==> src/rtl/mdu_iter_if.sv <==
// -----------------------------------------------------------------------------
// mdu_iter_if
// Execute-stage <-> iterative multiply/divide unit bus.
//
// Signals (WIDTH = operand width, must match the mdu_iter WIDTH):
//   start              launch request, sampled only while the unit is idle
//   op[2:0]            000 MULT, 001 MULTU, 010 DIV, 011 DIVU,
//                      100 MADD, 101 MADDU, 110 MSUB, 111 MSUBU
//   opa, opb           multiplicand/dividend, multiplier/divisor
//   acc_hi_i, acc_lo_i forwarded HI/LO used as accumulator by MADD/MSUB
//   annul              flush the operation in flight
//   busy               operation in flight (stall request)
//   ready              one-cycle result-valid pulse
//   hi_o, lo_o         result: product high/low, or remainder/quotient
//
// Modports: master = execute stage, slave = mdu_iter.
// -----------------------------------------------------------------------------
interface mdu_iter_if #(
  parameter int WIDTH = 32
) ();
  logic             start;
  logic [2:0]       op;
  logic [WIDTH-1:0] opa;
  logic [WIDTH-1:0] opb;
  logic [WIDTH-1:0] acc_hi_i;
  logic [WIDTH-1:0] acc_lo_i;
  logic             annul;
  logic             busy;
  logic             ready;
  logic [WIDTH-1:0] hi_o;
  logic [WIDTH-1:0] lo_o;

  modport master (
    output start, op, opa, opb, acc_hi_i, acc_lo_i, annul,
    input  busy, ready, hi_o, lo_o
  );

  modport slave (
    input  start, op, opa, opb, acc_hi_i, acc_lo_i, annul,
    output busy, ready, hi_o, lo_o
  );
endinterface

==> src/rtl/mdu_iter.sv <==
// -----------------------------------------------------------------------------
// mdu_iter
// Iterative multiply/divide unit shared by MULT[U], DIV[U] and, when
// MDU_ACCUM_EN is defined, MADD[U]/MSUB[U]. One shift-add (multiply) or
// restoring subtract-shift (divide) step per cycle over WIDTH cycles on
// operand magnitudes, then one FIX cycle for sign correction / accumulate.
// Latency from the start edge to the ready pulse is WIDTH+1 edges; the unit
// is idle again WIDTH+2 edges after start.
//
// Build option: `MDU_ACCUM_EN
//   defined   - accumulate ops are built (acc registers + 2*WIDTH add/sub).
//   undefined - op[2] is ignored (MADD/MSUB run as MULT, the U forms as
//               MULTU); acc inputs unused.
//
// Ports:
//   clk   clock, rising edge
//   rst   synchronous, active-high reset
//   bus   mdu_iter_if.slave (start/op/operands/annul in, busy/ready/hi/lo out)
//
// Parameters:
//   WIDTH  operand width (default 32)
//   CNT_W  iteration counter width, 2**CNT_W > WIDTH (default 6)
// -----------------------------------------------------------------------------
module mdu_iter #(
  parameter int WIDTH = 32,
  parameter int CNT_W = 6
) (
  input  logic       clk,
  input  logic       rst,
  mdu_iter_if.slave  bus
);

  typedef enum logic [1:0] {
    S_IDLE,
    S_CALC,
    S_FIX,
    S_DONE
  } state_e;

  state_e            state_q, state_d;
  logic [CNT_W-1:0]  cnt_q, cnt_d;
  logic [WIDTH-1:0]  hi_q, hi_d;
  logic [WIDTH-1:0]  lo_q, lo_d;

  // Operation context captured at launch.
  logic              div_q, div_d;
  logic              dz_q, dz_d;       // divide by zero
  logic              neg_a_q, neg_a_d; // signed op and opa negative
  logic              neg_b_q, neg_b_d; // signed op and opb negative
  logic [WIDTH-1:0]  a_mag_q, a_mag_d;
  logic [WIDTH-1:0]  b_mag_q, b_mag_d;

  // Working pair: multiply = {partial high, multiplier shifting out},
  // divide = {partial remainder, dividend shifting out / quotient in}.
  logic [WIDTH-1:0]  rw_hi_q, rw_hi_d;
  logic [WIDTH-1:0]  rw_lo_q, rw_lo_d;

`ifdef MDU_ACCUM_EN
  logic                acc_op_q, acc_op_d;
  logic                sub_q, sub_d;
  logic [2*WIDTH-1:0]  acc_q, acc_d;
`endif

  // ---------------------------------------------------------------------------
  // Launch decode
  // ---------------------------------------------------------------------------
  logic             launch;
  logic             sgn_now;
  logic             div_now;
  logic             neg_a_now;
  logic             neg_b_now;
  logic [WIDTH-1:0] a_mag_now;
  logic [WIDTH-1:0] b_mag_now;

  assign launch    = (state_q == S_IDLE) && bus.start && !bus.annul;
  assign sgn_now   = ~bus.op[0];
  // 11x with op[2]=1 is MSUB (or MULT when accumulate is not built), never DIV.
  assign div_now   = bus.op[1] & ~bus.op[2];
  assign neg_a_now = sgn_now & bus.opa[WIDTH-1];
  assign neg_b_now = sgn_now & bus.opb[WIDTH-1];
  assign a_mag_now = neg_a_now ? -bus.opa : bus.opa;
  assign b_mag_now = neg_b_now ? -bus.opb : bus.opb;

  // ---------------------------------------------------------------------------
  // Iteration step
  // ---------------------------------------------------------------------------
  logic [WIDTH-1:0] mul_addend;
  logic [WIDTH:0]   mul_sum;
  logic [WIDTH+1:0] div_trial;

  assign mul_addend = rw_lo_q[0] ? a_mag_q : '0;
  assign mul_sum    = {1'b0, rw_hi_q} + {1'b0, mul_addend};
  // Trial subtract of the divisor from the remainder shifted left by one with
  // the next dividend bit; a clear MSB means the subtraction fits.
  assign div_trial  = {1'b0, rw_hi_q, rw_lo_q[WIDTH-1]} - {2'b00, b_mag_q};

  // ---------------------------------------------------------------------------
  // FIX-cycle result
  // ---------------------------------------------------------------------------
  logic [2*WIDTH-1:0] prod_mag;
  logic [2*WIDTH-1:0] prod_sgn;
  logic [2*WIDTH-1:0] mul_res;
  logic [WIDTH-1:0]   quot;
  logic [WIDTH-1:0]   rem;
  logic [WIDTH-1:0]   raw_a;
  logic [WIDTH-1:0]   res_hi;
  logic [WIDTH-1:0]   res_lo;

  assign prod_mag = {rw_hi_q, rw_lo_q};
  assign prod_sgn = (neg_a_q ^ neg_b_q) ? -prod_mag : prod_mag;
`ifdef MDU_ACCUM_EN
  assign mul_res  = !acc_op_q ? prod_sgn
                  : sub_q     ? acc_q - prod_sgn
                  :             acc_q + prod_sgn;
`else
  assign mul_res  = prod_sgn;
`endif
  assign quot  = (neg_a_q ^ neg_b_q) ? -rw_lo_q : rw_lo_q;
  assign rem   = neg_a_q ? -rw_hi_q : rw_hi_q;
  // The raw dividend is recovered from its magnitude instead of being stored.
  assign raw_a = neg_a_q ? -a_mag_q : a_mag_q;

  always_comb begin
    // NOTE: every combinational output gets a default first so no path can
    // leave it unassigned and infer a latch.
    res_hi = mul_res[2*WIDTH-1:WIDTH];
    res_lo = mul_res[WIDTH-1:0];
    if (dz_q) begin
      res_hi = raw_a;
      res_lo = '1;
    end else if (div_q) begin
      res_hi = rem;
      res_lo = quot;
    end
  end

  // ---------------------------------------------------------------------------
  // FSM next state
  // ---------------------------------------------------------------------------
  always_comb begin
    state_d = state_q;
    cnt_d   = cnt_q;
    case (state_q)
      S_IDLE: begin
        if (launch) begin
          cnt_d = '0;
          // Divide by zero skips the iterations; FIX writes the fixed result.
          state_d = (div_now && (bus.opb == '0)) ? S_FIX : S_CALC;
        end
      end
      S_CALC: begin
        if (bus.annul) begin
          state_d = S_IDLE;
        end else begin
          cnt_d = cnt_q + CNT_W'(1);
          if (cnt_q == CNT_W'(WIDTH - 1)) state_d = S_FIX;
        end
      end
      S_FIX:   state_d = bus.annul ? S_IDLE : S_DONE;
      S_DONE:  state_d = S_IDLE;
      default: state_d = S_IDLE;
    endcase
  end

  // ---------------------------------------------------------------------------
  // Datapath next state
  // ---------------------------------------------------------------------------
  always_comb begin
    div_d   = div_q;
    dz_d    = dz_q;
    neg_a_d = neg_a_q;
    neg_b_d = neg_b_q;
    a_mag_d = a_mag_q;
    b_mag_d = b_mag_q;
    rw_hi_d = rw_hi_q;
    rw_lo_d = rw_lo_q;
    hi_d    = hi_q;
    lo_d    = lo_q;
`ifdef MDU_ACCUM_EN
    acc_op_d = acc_op_q;
    sub_d    = sub_q;
    acc_d    = acc_q;
`endif

    if (launch) begin
      div_d   = div_now;
      dz_d    = div_now && (bus.opb == '0);
      neg_a_d = neg_a_now;
      neg_b_d = neg_b_now;
      a_mag_d = a_mag_now;
      b_mag_d = b_mag_now;
      rw_hi_d = '0;
      rw_lo_d = div_now ? a_mag_now : b_mag_now;
`ifdef MDU_ACCUM_EN
      acc_op_d = bus.op[2];
      sub_d    = bus.op[1];
      acc_d    = {bus.acc_hi_i, bus.acc_lo_i};
`endif
    end

    if (state_q == S_CALC) begin
      if (div_q) begin
        if (!div_trial[WIDTH+1]) begin
          rw_hi_d = div_trial[WIDTH-1:0];
          rw_lo_d = {rw_lo_q[WIDTH-2:0], 1'b1};
        end else begin
          rw_hi_d = {rw_hi_q[WIDTH-2:0], rw_lo_q[WIDTH-1]};
          rw_lo_d = {rw_lo_q[WIDTH-2:0], 1'b0};
        end
      end else begin
        rw_hi_d = mul_sum[WIDTH:1];
        rw_lo_d = {mul_sum[0], rw_lo_q[WIDTH-1:1]};
      end
    end

    if ((state_q == S_FIX) && !bus.annul) begin
      hi_d = res_hi;
      lo_d = res_lo;
    end
  end

  // ---------------------------------------------------------------------------
  // Registers
  // ---------------------------------------------------------------------------
  // NOTE: sequential state uses non-blocking assignments so every flop
  // samples pre-edge values regardless of statement order.
  always_ff @(posedge clk) begin
    if (rst) begin
      state_q <= S_IDLE;
      cnt_q   <= '0;
      hi_q    <= '0;
      lo_q    <= '0;
    end else begin
      state_q <= state_d;
      cnt_q   <= cnt_d;
      hi_q    <= hi_d;
      lo_q    <= lo_d;
    end
  end

  // NOTE: operand/working registers carry no reset; each launch loads them
  // before anything reads them.
  always_ff @(posedge clk) begin
    div_q   <= div_d;
    dz_q    <= dz_d;
    neg_a_q <= neg_a_d;
    neg_b_q <= neg_b_d;
    a_mag_q <= a_mag_d;
    b_mag_q <= b_mag_d;
    rw_hi_q <= rw_hi_d;
    rw_lo_q <= rw_lo_d;
`ifdef MDU_ACCUM_EN
    acc_op_q <= acc_op_d;
    sub_q    <= sub_d;
    acc_q    <= acc_d;
`endif
  end

  // ---------------------------------------------------------------------------
  // Outputs
  // ---------------------------------------------------------------------------
  assign bus.busy  = (state_q != S_IDLE);
  assign bus.ready = (state_q == S_DONE) && !bus.annul;
  assign bus.hi_o  = hi_q;
  assign bus.lo_o  = lo_q;

endmodule

==> src/flat_wrapper.sv <==
// flat-port wrapper written by rule: the top's interface ports become plain ports
module mdu_iter_flat 
#(
  parameter int WIDTH = 32,
  parameter int CNT_W = 6
)
  (clk, rst, bus_start, bus_op, bus_opa, bus_opb, bus_acc_hi_i, bus_acc_lo_i, bus_annul, bus_busy, bus_ready, bus_hi_o, bus_lo_o);
  mdu_iter_if #(.WIDTH(WIDTH)) bus_i ();
  input  logic clk;
  input  logic rst;
  input wire logic [$bits(bus_i.start)-1:0] bus_start;
  input wire logic [$bits(bus_i.op)-1:0] bus_op;
  input wire logic [$bits(bus_i.opa)-1:0] bus_opa;
  input wire logic [$bits(bus_i.opb)-1:0] bus_opb;
  input wire logic [$bits(bus_i.acc_hi_i)-1:0] bus_acc_hi_i;
  input wire logic [$bits(bus_i.acc_lo_i)-1:0] bus_acc_lo_i;
  input wire logic [$bits(bus_i.annul)-1:0] bus_annul;
  output wire logic [$bits(bus_i.busy)-1:0] bus_busy;
  output wire logic [$bits(bus_i.ready)-1:0] bus_ready;
  output wire logic [$bits(bus_i.hi_o)-1:0] bus_hi_o;
  output wire logic [$bits(bus_i.lo_o)-1:0] bus_lo_o;
  assign bus_i.start = bus_start;
  assign bus_i.op = bus_op;
  assign bus_i.opa = bus_opa;
  assign bus_i.opb = bus_opb;
  assign bus_i.acc_hi_i = bus_acc_hi_i;
  assign bus_i.acc_lo_i = bus_acc_lo_i;
  assign bus_i.annul = bus_annul;
  assign bus_busy = bus_i.busy;
  assign bus_ready = bus_i.ready;
  assign bus_hi_o = bus_i.hi_o;
  assign bus_lo_o = bus_i.lo_o;
  mdu_iter #(.WIDTH(WIDTH), .CNT_W(CNT_W)) u_core (.clk(clk), .rst(rst), .bus(bus_i));
endmodule
==> config.mk <==
export PLATFORM = sky130hd
export DESIGN_NAME = mdu_iter_flat
export DESIGN_NICKNAME = d
export VERILOG_FILES = /design/src/rtl/mdu_iter_if.sv /design/src/rtl/mdu_iter.sv /design/src/flat_wrapper.sv
export SDC_FILE = /design/constraint.sdc
export NUM_CORES = 1
export LEC_CHECK = 0
export BUFFER_PORTS_ARGS = -buffer_cell sky130_fd_sc_hd__buf_2
export CAP_MARGIN = 20
export CORE_MARGIN = 2
export CORE_UTILIZATION = 34
export CTS_CLUSTER_SIZE = 24
export DETAILED_ROUTE_END_ITERATION = 7
export GPL_TIMING_DRIVEN = 0
export MAX_ROUTING_LAYER = met4
export PLACE_DENSITY = 0.52
export SLEW_MARGIN = 25
export SYNTH_ARGS = -nofsm -noshare
export SYNTH_HDL_FRONTEND = slang
export SYNTH_SLANG_ARGS = --single-unit
==> constraint.sdc <==
create_clock -name clk -period 8.5 [get_ports clk]
set_input_delay 0.425 -clock clk [delete_from_list [all_inputs] [get_ports clk]]
set_output_delay 0.425 -clock clk [all_outputs]
set_load 0.03 [all_outputs]
==> flow_summary.json, run 1 <==
{
  "status": "finished clean",
  "synth.avg_cell_area_um2": 8.58,
  "yosys-top-cells-count": "nor2_1 (182), nand2_1 (169), a21oi_1 (142)",
  "wl_per_cell_um": 23.5,
  "io_pins": 201,
  "nets": 2226,
  "clock_path_buffers": 3,
  "synth.area.top_cells": "edfxtp_1 (25%), dfxtp_1 (9.1%), xor2_1 (5.7%), ha_1 (5.5%), xnor2_1 (5.4%)",
  "overflow": 0,
  "grt_pass1_vias": 14200,
  "startpoint_type": "flop",
  "cts.sink_count": 204,
  "power_uw": 3320,
  "setup_tns_ns": 0,
  "slew_violations": 0,
  "finalHoldViolations": 0,
  "worst_setup_path_end_kind": "flop",
  "drt-initial-drc-count": 1239,
  "r2r_start": "u_core.rw_lo_q[0]",
  "syn_area_um2": 15900,
  "start_util": 0.343,
  "min_path_cells": 1,
  "path_clk_slew_ns": 0.06,
  "coreArea_um2": 46400,
  "drc": 0,
  "area_growth_syn_to_layout_pct": 14.9,
  "antenna_found_initial": 0,
  "num_antenna_cells": 0,
  "std_cell_rows": 79,
  "worstRegToRegCells": 14,
  "htree_levels": 1,
  "worst_slew_pin_slew_ns": 1.02,
  "fillers": 4772,
  "cts_setup_buffers": 0,
  "rr_endpoint": "u_core.rw_hi_q[25]",
  "hold_end": "u_core.b_mag_q[0]",
  "async_flop_share": 0,
  "min_from": "bus_opb[0]",
  "cap_violations": 0,
  "dr_total_vias": 15000,
  "ir_worst_vdd_v": 0.000126,
  "synth_edf_count": 132,
  "ys_seq_area_frac": 0.340,
  "path_max_fanout": 8,
  "root_buffer": "clkbuf_16",
  "setup_viol": 0,
  "power_leakage_uw": 0.00714,
  "ys_seq_elements": 204,
  "synth_top_area_share": 0.249,
  "worst_clock_skew_ns": 0.0187,
  "chipHeight_um": 220,
  "post_cts_resized": 0,
  "first_pass_iters": 6,
  "r2r_slack_ns": 4.06,
  "die_w_um": 220,
  "slew_headroom": 0.317,
  "finalWirelength_um": 62000,
  "min-delay-path-class": "input pin to flop",
  "post-route-min-period_ns": 4.44,
  "grt_max_degree": 57,
  "timing.fmax_mhz": 225,
  "cts_buffers": 25,
  "crit_required_ns": 8.88,
  "synth_cell_types": 85,
  "synth_top_area_cell": "edfxtp_1",
  "fp.dieArea_um2": 48500,
  "layout-drive-gt1-share": 0.129,
  "yosysMostFrequentCell": "nor2_1",
  "clk_latency_ns": 0.57,
  "crit_type": "flop to flop",
  "cts_tree": "done",
  "arrival_ns": 4.82,
  "p_per_area_nw_per_um2": 182,
  "dpl.hpwl_um": 50200,
  "vias_per_cell": 5.67,
  "grt_usage": 0.261,
  "synth_nets": 2062,
  "grt_pass1_wl_um": 91700,
  "hold_buffers": 0,
  "place.gp.congestion": 0.926,
  "min_period_over_period": 0.523,
  "yosys_warnings": 0,
  "synth_flop_cell": "edfxtp_1",
  "io_buffers": 135,
  "synthCells": 1855,
  "rsz0062_at_grt": "false",
  "postRouteAntennaNets": 0
}
metal layers:
metal	wire (µm)	track usage
met5	0	-
met4	1580	0.0640
met3	3420	0.0261
met2	28600	0.412
met1	28500	0.359
layout make-up:
type,count,area (µm²),share of cell area
multi-input combinational,1486,9850,0.539
sequential,204,5410,0.296
clock buffer,36,793,0.0434
tap,607,759,0.0416
timing repair buffer,137,723,0.0396
buffer,94,403,0.0220
inverter,71,269,0.0147
clock inverter,10,72.6,0.00397
state kept, by name, summed over array words and instances, names as in the netlist:
register and count:
u_core.a_mag_q 32, u_core.b_mag_q 32, u_core.bus.hi_o 32, u_core.bus.lo_o 32, u_core.rw_hi_q 32, u_core.rw_lo_q 32, u_core.cnt_q 6, u_core.state_q 2
u_core.div_q 1, u_core.dz_q 1, u_core.neg_a_q 1, u_core.neg_b_q 1
placed cells by master, fill, tap and decap left out, types with 41 or more instances in the layout:
cell | synthesis | layout
dfxtp_1 | 72 | 72
a21oi_1 | 142 | 142
nor2_1 | 182 | 182
buf_2 | 4 | 139
clkbuf_1 | 73 | 73
a211oi_1 | 41 | 41
nand2_1 | 169 | 168
edfxtp_1 | 132 | 132
ha_1 | 70 | 70
xnor2_1 | 98 | 97
o21ai_0 | 116 | 116
inv_1 | 70 | 69
xor2_1 | 104 | 104
cells by family (layout without fill, tap and decap cells):
| group | count (synthesis) | after routing | share of synthesized area |
|---|---|---|---|
| AOI/OAI and AO/OA | 530 | 530 | 0.221 |
| xor gates and xnor gates | 202 | 202 | 0.111 |
| adders and majority gates | 72 | 72 | 0.0576 |
| buffers and inverters | 165 | 348 | 0.0421 |
| DFF | 204 | 204 | 0.340 |
| muxes | 57 | 57 | 0.0373 |
| and+or+nand+nor | 625 | 625 | 0.192 |
worst max path at each step:
stage	from	endpoint	slack, ns	cells past startpoint
after floorplan	u_core.rw_lo_q[0]	u_core.rw_hi_q[25]	5.25	14
final	u_core.rw_lo_q[0]	u_core.rw_hi_q[25]	4.06	14
after global routing	u_core.rw_lo_q[0]	u_core.rw_hi_q[25]	3.82	14
after global placement	u_core.state_q[1]	u_core.rw_hi_q[9]	3.72	4
after detailed placement	u_core.rw_lo_q[0]	u_core.rw_hi_q[25]	4.22	14
after CTS	u_core.rw_lo_q[0]	u_core.rw_hi_q[25]	4.15	14
worst max-delay path, cell delays in order (launching register included):
cell and delay (ns):
edfxtp_1 0.37, clkbuf_1 0.34, inv_1 0.31, nor2_1 0.08, ha_1 0.21, fa_1 0.42, a21oi_1 0.22, nor2_1 0.09
o311a_1 0.37, o2111ai_1 0.42, a31oi_1 0.22, o311ai_1 0.53, a21oi_1 0.13, a31o_2 0.26, a311oi_1 0.26
metrics by stage:
stage | setup WS [ns] | hold WS [ns] | util | cells | instance area, µm²
finish | 4.06 | 0.149 | 0.394 | 2645 | 18300
global route | 3.82 | 0.143 | 0.394 | 2645 | 18300
CTS | 4.15 | 0.136 | 0.394 | 2645 | 18300
detailed placement | 4.22 | 0.447 | 0.375 | 2599 | 17400
global placement | 3.72 | 0.443 | 0.374 | 2597 | 17300
floorplan | 5.25 | 0.477 | - | 1855 | 15900
report_power, final:
| part | leakage, µW | internal [µW] | total, µW | switching (µW) |
|---|---|---|---|---|
| sequential | 0.00184 | 1140 | 1260 | 115 |
| clock | 0.000442 | 653 | 1110 | 460 |
| combinational | 0.00486 | 352 | 951 | 599 |
| total | 0.00714 | 2150 | 3320 | 1170 |
Power figures use the tool's default switching activity.
==> inputs of run 2 (changes only) <==
Clock period 8.5 ns to 4.4 ns, I/O delays scaled along.
==> flow_summary.json, run 2 (same netlist as run 1, synthesis figures left out) <==
{
  "layoutNonFillerInstCount": 2648,
  "cts_setup_buffers": 0,
  "num_antenna_cells": 0,
  "coreArea_um2": 46400,
  "critPathTopFamily": "compound AO/OA/AOI/OAI gates",
  "clock_path_buffers": 3,
  "power_uw": 6420,
  "path_max_fanout": 8,
  "finalWirelength_um": 62100,
  "die_w_um": 220,
  "worst_slew_pin_slew_ns": 1.03,
  "grt_usage": 0.261,
  "timing.fmax_mhz": 244,
  "layout_common_cells": "nor2_1 (182), nand2_1 (168), a21oi_1 (142)",
  "chipHeight_um": 220,
  "wl_per_cell_um": 23.4,
  "cts_buffers": 25,
  "worst-path-buf-inv": 1,
  "root_buffer": "clkbuf_16",
  "std_cell_rows": 79,
  "arrival_ns": 4.47,
  "finalHoldViolations": 0,
  "grt_max_degree": 57,
  "postRouteAntennaNets": 0,
  "worst_clock_skew_ns": 0.0196,
  "p_per_area_nw_per_um2": 350,
  "slew_violations": 0,
  "setup_tns_ns": 0,
  "fp.dieArea_um2": 48500,
  "start_util": 0.343,
  "layout-drive-gt1-share": 0.130,
  "power_leakage_uw": 0.00715,
  "nets": 2229,
  "crit_type": "flop to flop",
  "setup_viol": 0,
  "path_clk_slew_ns": 0.06,
  "critPathMaxStageDelay_ns": 0.64,
  "slew_headroom": 0.311,
  "drc": 0,
  "area_growth_syn_to_layout_pct": 15.2,
  "overflow": 0,
  "crit_chain": "inv_1 > nor2_1 > ha_1 > fa_1 > a21oi_1 > nor2_1 > o311a_1 > o2111ai_2 > a31oi_1 > o311ai_2 > a21oi_1 > a31o_2 > a311oi_1",
  "startpoint_type": "flop",
  "place.gp.congestion": 0.926,
  "layout_commonest_cell": "nor2_1",
  "hold_slack_ns": 0.0259,
  "post-route-min-period_ns": 4.10,
  "cts_tree": "done",
  "grt_pass1_vias": 14200,
  "htree_levels": 1,
  "antenna_found_initial": 0,
  "io_pins": 201,
  "vias_per_cell": 5.68,
  "cap_violations": 0,
  "cts.sink_count": 204,
  "crit_required_ns": 4.77,
  "dr_total_vias": 15000,
  "clk_latency_ns": 0.57,
  "dpl.hpwl_um": 50200,
  "first_pass_iters": 6,
  "slowest_stage": "edfxtp_1",
  "dp_cells": 2599,
  "status": "finished clean",
  "rsz0062_at_grt": "false",
  "drt-initial-drc-count": 1261,
  "min-delay-path-class": "input pin to flop",
  "worst_setup_path_end_kind": "flop",
  "ir_worst_vdd_v": 0.000241,
  "grt_pass1_wl_um": 91700,
  "io_buffers": 135,
  "min_period_over_period": 0.932
}
==> run 2: final cells by class <==
type                    count  area (µm²)
plain buffers              93         399
clock buffers              36         793
clock inverters            10        72.6
fillers                  4772       28000
inverters                  71         269
multi-input cells        1486        9860
flip-flops and latches    204        5410
well taps                 607         759
repair buffers            141         763
==> run 2: stage by stage <==
step | setup WS, ns | util | cell area, µm²
floorplan | 1.15 | - | 15900
global placement | -0.381 | 0.374 | 17300
detailed placement | 0.117 | 0.375 | 17400
CTS | 0.0497 | 0.395 | 18300
global route | 0.0533 | 0.395 | 18300
finish | 0.300 | 0.395 | 18300
==> run 2: worst paths after layout <==
path / start / slack [ns] / to / cells after the start
setup / recovery: u_core.rw_lo_q[0] / 0.30 / u_core.rw_hi_q[25] / 13
hold / removal: bus_opa[21] / 0.03 / u_core.a_mag_q[21] / 2
setup reg to reg: u_core.rw_lo_q[0] / 0.30 / u_core.rw_hi_q[25] / 13
hold reg to reg: u_core.bus.hi_o[23] / 0.45 / u_core.bus.hi_o[23] / 2
==> run 2: repair_timing <==
item / 4_1_cts / 5_1_grt
hold buffers: 4 / 0
endpoints found under the setup margin: 0 / 3
hold endpoints to repair: 4 / 0
gates resized for setup: 0 / 2
==> run 2: power by group <==
part	total (µW)	leakage, µW	internal, µW	switching [µW]
Clock	2150	0.000442	1260	888
Combinational	1840	0.00487	681	1150
Sequential	2430	0.00184	2210	227
==> run 2: layer usage <==
metal / vias to the layer above / part of all wire / track usage
met5: - / 0 / -
met4: 0 / 0.027 / 0.0640
met3: 98 / 0.055 / 0.0261
met2: 512 / 0.46 / 0.412
met1: 7304 / 0.46 / 0.359
li1: 7131 / - / -
==> inputs of run 3 (changes only) <==
Settings changed: CORE_UTILIZATION 34 to 60, PLACE_DENSITY 0.52 to 0.82.
==> flow_summary.json, run 3 (same netlist as run 1, synthesis figures left out) <==
{
  "setup_viol": 0,
  "slew_headroom": 0.297,
  "std_cell_rows": 59,
  "cts_buffers": 24,
  "clk_latency_ns": 0.55,
  "cap_violations": 0,
  "crit_type": "flop to flop",
  "finalWirelength_um": 57800,
  "rsz0062_at_grt": "false",
  "arrival_ns": 4.46,
  "p_clk_frac": 0.315,
  "post-route-min-period_ns": 4.17,
  "clock_path_buffers": 3,
  "htree_levels": 1,
  "crit_required_ns": 4.69,
  "dpl.hpwl_um": 45800,
  "dr_total_vias": 15900,
  "wl_per_cell_um": 24.4,
  "cts.sink_count": 204,
  "antenna_found_initial": 1,
  "ir_worst_vdd_v": 0.000375,
  "cts_tree": "done",
  "startpoint_type": "flop",
  "start_util": 0.611,
  "drc": 0,
  "timing.fmax_mhz": 240,
  "first_pass_iters": 6,
  "overflow": 0,
  "cts_setup_buffers": 0,
  "slew_violations": 0,
  "power.switching_uw": 2220,
  "postRouteAntennaNets": 0,
  "layout_commonest_cell": "nor2_1",
  "status": "finished clean",
  "coreArea_um2": 26100,
  "grt_pass1_vias": 14700,
  "p_per_area_nw_per_um2": 348,
  "drt-initial-drc-count": 2054,
  "finalInstanceArea_um2": 17900,
  "path_max_fanout": 8,
  "nets": 2227,
  "fp.dieArea_um2": 27800,
  "grt_pass1_wl_um": 86400,
  "place_area_um2": 17100,
  "area_growth_syn_to_layout_pct": 12.3,
  "min_period_over_period": 0.947,
  "worst_setup_path_end_kind": "flop",
  "path_clk_slew_ns": 0.06,
  "worst_slew_pin_slew_ns": 1.05,
  "layout-drive-gt1-share": 0.124,
  "die_w_um": 167,
  "place.gp.congestion": 1.03,
  "intPower_uw": 4000,
  "worst_clock_skew_ns": 0.0145,
  "chipHeight_um": 167,
  "finalHoldViolations": 0,
  "io_pins": 201,
  "grt_usage": 0.414,
  "layout_common_cells": "nor2_1 (182), nand2_1 (168), a21oi_1 (142)",
  "power_leakage_uw": 0.00707,
  "min-delay-path-class": "input pin to flop",
  "hold_slack_ns": 0.0373,
  "switching_share": 0.357,
  "vias_per_cell": 6.70,
  "grt_max_degree": 63,
  "seq_power_share": 0.389,
  "setup_tns_ns": 0,
  "combPwrFrac": 0.296,
  "io_buffers": 135,
  "root_buffer": "clkbuf_16"
}
-- run 3: cell count changes in the layout (fill, tap and decap cells not counted), sizes merged --
cell / delta
clkinvlp: +2
clkinv: -2
dlygate4sd3: -2
clkbuf: -2
diode: +1
bufinv: +1
-- run 3: cell type report --
| cell class | count | area, µm² |
|---|---|---|
| Clock buffer | 33 | 654 |
| Fill cell | 2159 | 8190 |
| Clock inverter | 11 | 120 |
| Sequential cell | 204 | 5410 |
| Antenna cell | 1 | 2.50 |
| Timing Repair Buffer | 139 | 743 |
| Buffer | 94 | 403 |
| Tap cell | 335 | 419 |
| Multi-Input combinational cell | 1486 | 9860 |
| Inverter | 71 | 269 |
-- run 3: power groups by stage --
stage / Clock, µW / Combinational [µW] / Sequential (µW)
3_5_place_dp: 0 / 1780 / 2440
4_1_cts: 1950 / 1790 / 2410
2_1_floorplan: 0 / 1250 / 2370
3_3_place_gp: 0 / 1730 / 2450
6_report: 1960 / 1840 / 2420
5_1_grt: 2040 / 1980 / 2420
-- run 3: what timing repair did --
action	4_1_cts	5_1_grt
hold buffers	2	0
gates resized for setup	0	1
endpoints found under the hold margin	2	0
setup endpoints to repair	0	2
-- run 3: final timing paths --
| kind | from | to | slack [ns] | cells past startpoint |
|---|---|---|---|---|
| worst max-delay path | u_core.rw_lo_q[0] | u_core.rw_hi_q[28] | 0.23 | 13 |
| worst min register to register | u_core.bus.hi_o[24] | u_core.bus.hi_o[24] | 0.45 | 2 |
| worst max register to register | u_core.rw_lo_q[0] | u_core.rw_hi_q[28] | 0.23 | 13 |
| worst min-delay path | bus_opa[24] | u_core.a_mag_q[24] | 0.04 | 2 |
-- run 3: metal layers --
layer	global-route usage	vias up	wire length (µm)
met1	0.552	7565	23500
met3	0.0720	199	5990
met5	-	-	0
met4	0.166	0	2950
met2	0.628	1014	25400
li1	-	7126	-
-- run 3: critical path, stage by stage (launching register included) --
cell      delay [ns]
edfxtp_1        0.32
clkbuf_1        0.53
inv_1           0.28
nor2_1          0.25
ha_1            0.27
a21oi_1         0.21
o211ai_1        0.23
a32o_1          0.30
o22ai_1         0.31
o2111a_1        0.32
o21ai_0         0.19
a311oi_1        0.38
mux2i_1         0.23
o21ai_0         0.10
-- run 3: metrics by stage --
stage               utilization  setup slack [ns]  power, µW  cells
floorplan                     -              1.15       3620   1855
global placement          0.653            -0.378       4180   2325
detailed placement        0.655             0.268       4220   2327
CTS                       0.685             0.228       6150   2373
global route              0.686            0.0544       6440   2374
finish                    0.686             0.232       6220   2374
